--- src/rtl/target_net_state_loader.sv ---
// Writes N state words into target_net's input RAM, fires its start pulse, then
// returns the max-Q result (or a timeout pulse) to the caller.
module target_net_state_loader #(
  parameter int DATA_WIDTH           = 32,
  parameter int ADDRESS_WIDTH        = 5,
  parameter int NUMBER_OF_INPUT_NODE = 2,
  parameter int BASE_ADDRESS         = 0,
  parameter int TIMEOUT_CYCLES       = 1024
) (
  input  logic                     clk,
  input  logic                     rst_n,
  input  logic [DATA_WIDTH-1:0]    i_data,
  input  logic                     i_valid,
  output logic                     o_ready,
  output logic                     o_wr_en,
  output logic [ADDRESS_WIDTH-1:0] o_wr_addr,
  output logic [DATA_WIDTH-1:0]    o_wr_data,
  output logic                     o_net_valid,
  input  logic [DATA_WIDTH-1:0]    i_net_data,
  input  logic                     i_net_valid,
  output logic [DATA_WIDTH-1:0]    o_q_max,
  output logic                     o_q_valid,
  output logic                     o_timeout
);

  localparam int CNT_W = (NUMBER_OF_INPUT_NODE > 1) ? $clog2(NUMBER_OF_INPUT_NODE) : 1;
  localparam int TMR_W = (TIMEOUT_CYCLES > 1) ? $clog2(TIMEOUT_CYCLES) : 1;
  localparam logic [CNT_W-1:0] LAST_WORD = CNT_W'(NUMBER_OF_INPUT_NODE - 1);
  localparam logic [TMR_W-1:0] TMR_LAST  = TMR_W'(TIMEOUT_CYCLES - 1);

  typedef enum logic [1:0] {LOAD, START, WAIT} state_t;

  state_t                   state, state_next;
  logic [CNT_W-1:0]         cnt, cnt_next;
  logic [TMR_W-1:0]         timer, timer_next;
  logic                     wr_en_next, net_valid_next, q_valid_next, timeout_next;
  logic [ADDRESS_WIDTH-1:0] wr_addr_next;
  logic [DATA_WIDTH-1:0]    wr_data_next, q_max_next;

  // Handshake: a word transfers on a rising edge where i_valid && o_ready; o_ready is high only in LOAD.
  assign o_ready = (state == LOAD);

  always_comb begin
    state_next     = state;
    cnt_next       = cnt;
    timer_next     = timer;
    wr_en_next     = 1'b0;
    wr_addr_next   = o_wr_addr;
    wr_data_next   = o_wr_data;
    net_valid_next = 1'b0;
    q_max_next     = o_q_max;
    q_valid_next   = 1'b0;
    timeout_next   = 1'b0;
    case (state)
      LOAD: begin
        if (i_valid) begin
          wr_en_next   = 1'b1;
          wr_addr_next = ADDRESS_WIDTH'(BASE_ADDRESS) + ADDRESS_WIDTH'(cnt);
          wr_data_next = i_data;
          if (cnt == LAST_WORD) begin
            cnt_next   = '0;
            state_next = START;
          end else begin
            cnt_next = cnt + CNT_W'(1);
          end
        end
      end
      START: begin
        net_valid_next = 1'b1;
        timer_next     = '0;
        state_next     = WAIT;
      end
      WAIT: begin
        timer_next = timer + TMR_W'(1);
        // A result arriving on the deadline cycle still counts as on time.
        if (i_net_valid) begin
          q_max_next   = i_net_data;
          q_valid_next = 1'b1;
          timer_next   = '0;
          state_next   = LOAD;
        end else if (timer == TMR_LAST) begin
          timeout_next = 1'b1;
          timer_next   = '0;
          state_next   = LOAD;
        end
      end
      default: state_next = LOAD;
    endcase
  end

  always_ff @(posedge clk or negedge rst_n) begin
    if (!rst_n) begin
      state       <= LOAD;
      cnt         <= '0;
      timer       <= '0;
      o_wr_en     <= 1'b0;
      o_wr_addr   <= '0;
      o_wr_data   <= '0;
      o_net_valid <= 1'b0;
      o_q_max     <= '0;
      o_q_valid   <= 1'b0;
      o_timeout   <= 1'b0;
    end else begin
      state       <= state_next;
      cnt         <= cnt_next;
      timer       <= timer_next;
      o_wr_en     <= wr_en_next;
      o_wr_addr   <= wr_addr_next;
      o_wr_data   <= wr_data_next;
      o_net_valid <= net_valid_next;
      o_q_max     <= q_max_next;
      o_q_valid   <= q_valid_next;
      o_timeout   <= timeout_next;
    end
  end

endmodule

--- config.mk ---
export PLATFORM = sky130hd
export DESIGN_NAME = target_net_state_loader
export DESIGN_NICKNAME = d
export VERILOG_FILES = /design/src/rtl/target_net_state_loader.sv
export SDC_FILE = /design/constraint.sdc
export NUM_CORES = 1
export LEC_CHECK = 0
export BUFFER_PORTS_ARGS = -buffer_cell sky130_fd_sc_hd__buf_2
export CAP_MARGIN = 20
export CORE_MARGIN = 1
export CORE_UTILIZATION = 44
export CTS_BUF_LIST = sky130_fd_sc_hd__clkbuf_8
export DETAILED_ROUTE_END_ITERATION = 7
export PLACE_DENSITY = 0.9
export SLEW_MARGIN = 20
export SYNTH_ARGS = -nofsm -noshare
export SYNTH_HDL_FRONTEND = slang
export SYNTH_SLANG_ARGS = --single-unit
--- constraint.sdc ---
create_clock -name clk -period 1.8 [get_ports clk]
set_clock_uncertainty 0.2 [all_clocks]
set_input_delay 0.54 -clock clk [delete_from_list [all_inputs] [get_ports clk]]
set_output_delay 0.54 -clock clk [all_outputs]
set_load 0.01 [all_outputs]
==> run metrics <==
status=complete, but fails checks; failing checks=negative setup slack; RSZ-0062 raised after global routing=true; CORE AREA=7253 um^2; Worst-Skew Late Latency=0.34 ns; fin crit share=101.3%; drt pass-1 iters=4; layout cells sized above 1=63.97%; WS Path Type=flop to primary output; end of the critical path=o_ready; synth unique cells=32; synthesized area per cell=14.74 um^2; reg2reg end=state[0]; I/O pin total=142; Worst Setup End Kind=primary output; VDD IR max=913.5 uV; Tmin final=1.823 ns; cells on worst reg2reg path=5; GRT overflow=0; Detailed Route WL=6758 um; Starting Density=45.51%; Most used DFF post-synth=dfrtp_1; Slew Viols, Final=0; IO buf count=137; Overall Global Routing Usage=17.23%; die span in x=88.61 um; register area share after synthesis=62.17%; Tot Pwr=7.704 mW; final setup vio count=1; max layer used=met4; Synth async-reset ratio=100.0%; initial antenna violation count=0; CP startpoint=state[0]; GP Congestion=0.8313; CTS Buf Count=9; first-pass GRT wire length=10170 um; Placed Cells incl. Taps=459; Cell Rows=31; routed len/inst=14.02 um; achievable frequency=0.5485 GHz; Leak=2.205 nW; CTS clk-pin slew, worst paths=0.08 ns; Avg Vias per Cell=4.826; die area=7852 um^2; Final WS setup=-0.02325 ns; MaxCap Viol Count=0; Clock Tree Root=clkbuf_8; type of origin of the critical path=flop; met1 WL=2615 um; hold_buf cts=0; CTS tree=yes; # DRC=0; met3 wire length=380 um; Data arrival, critical path=1.08 ns; Die Ht=88.61 um; antenna cell count=0; pre-CTS WS=-0.05435 ns; 1st-iter DRT viols=44; fin cells=482; worst path required time=1.06 ns; clk sink count=82; Post-layout nets=452; vias post-DR=2326; Power per Cell Area=1710 nW/um^2; worst flop-to-flop path startpoint=timer[1]; CP max FO=3; Util after Layout=62.10%; synth warn=0; antenna violation net count after detailed routing=0; endpoints failing hold=0; CTS H-tree depth=3; tightest hold margin=0.008200 ns; DR WL met2=3690 um; Seq cells post-synth=82; most frequent cells in the layout=135 x buf_2, 82 x dfrtp_1, 65 x mux2_2; clk buf depth=2; Post-Syn Area=3301 um^2; number of global-route vias before repair=2307; worst hold path type=primary input to asynchronous set/reset pin; register-to-register setup slack=0.02 ns; Post-synth EDFFs=0; leading cell type in the layout, fill and taps excluded=buf_2; Synth-to-Final Area Change=36.47%; largest net degree at the start of global routing=83; dpl hpwl=4761 um; Syn Inst Count=224
[through the flow]
| step | TNS (ns) | area (um^2) |
|---|---|---|
| 6_report | -0.02325 | 4504 |
| 5_1_grt | -0.1662 | 4504 |
| 4_1_cts | -0.04410 | 4442 |
| 3_5_place_dp | -0.05435 | 4150 |
| 3_3_place_gp | 0 | 4150 |
| 2_1_floorplan | 0 | 3312 |
[critical path, cell delays in order, from the launching register on]
cell and delay (ns):
dfrtp_1 0.40, inv_2 0.10, ha_4 0.15, buf_6 0.10
[report_power, final]
| group | internal [mW] | switching, mW |
|---|---|---|
| Clock | 0.953 | 0.634 |
| Combinational | 1.67 | 1.40 |
| Sequential | 2.66 | 0.381 |
| Total | 5.29 | 2.42 |
[registers in the layout, indices dropped and copies added, names as in the netlist]
name / cells
timer: 10
o_wr_en: 1
o_q_max: 32
o_timeout: 1
o_wr_data: 32
state: 2
o_q_valid: 1
o_wr_addr: 1
o_net_valid: 1
cnt: 1
[metal layers]
layer | global-route usage [%] | up-vias
met4 | 8.065 | 0
met3 | 4.384 | 7
met5 | 0 | -
met2 | 30.56 | 83
li1 | - | 1082
met1 | 19.43 | 1154
[worst min path at each step]
stage	from	end	slack, ns	depth (start not counted)
6_report	rst_n	timer[1]	0.008	2
5_1_grt	rst_n	timer[4]	0.04	2
4_1_cts	rst_n	timer[4]	0.03	2
3_5_place_dp	o_wr_data[2]	o_wr_data[2]	0.29	1
3_3_place_gp	cnt	cnt	0.28	1
2_1_floorplan	rst_n	cnt	0.04	0
[cell families (layout without fill, tap and decap cells)]
family | after synthesis | after routing | share of synthesized area [%]
compound gates | 14 | 14 | 3.374
xor+xnor | 4 | 4 | 1.061
fa+ha+maj | 5 | 5 | 1.895
buf+inv | 18 | 174 | 2.729
flops | 82 | 82 | 62.17
mux | 69 | 69 | 23.46
other cells | 1 | 4 | 0.1136
simple gates | 31 | 31 | 5.193
[final cells by class]
class / instances / area [um^2]
clock buffers: 10 / 137.6
fillers: 588 / 2749
inverters: 7 / 26.28
flip-flops and latches: 82 / 2052
well taps: 99 / 123.9
clock inverters: 5 / 102.6
repair buffers: 152 / 862.1
multi-input cells: 127 / 1200
[synthesized netlist by cell type (2+ instances only)]
master    instances  share of area (%)
dfrtp_1          82                 62
mux2_2           65                 22
nand2_1           9                1.0
inv_1             7               0.80
buf_2             6               0.91
nand3_1           6               0.91
ha_1              5                1.9
buf_4             4               0.91
xnor2_1           4                1.1
a21oi_1           3               0.45
nand2b_1          3               0.57
nor2b_1           3               0.57
nor3_1            3               0.45
o21ai_0           3               0.45
mux2_1            2               0.68
mux2i_1           2               0.61
nor2_1            2               0.23
[what timing repair did]
action / in CTS / in global routing
setup buffers: 3 / 4
pin swaps: 1 / 0
gates resized for setup: 7 / 3
cloned: 0 / 1
endpoints found under the setup margin: 2 / 39
No activity file was read; power rests on OpenSTA's default activity.
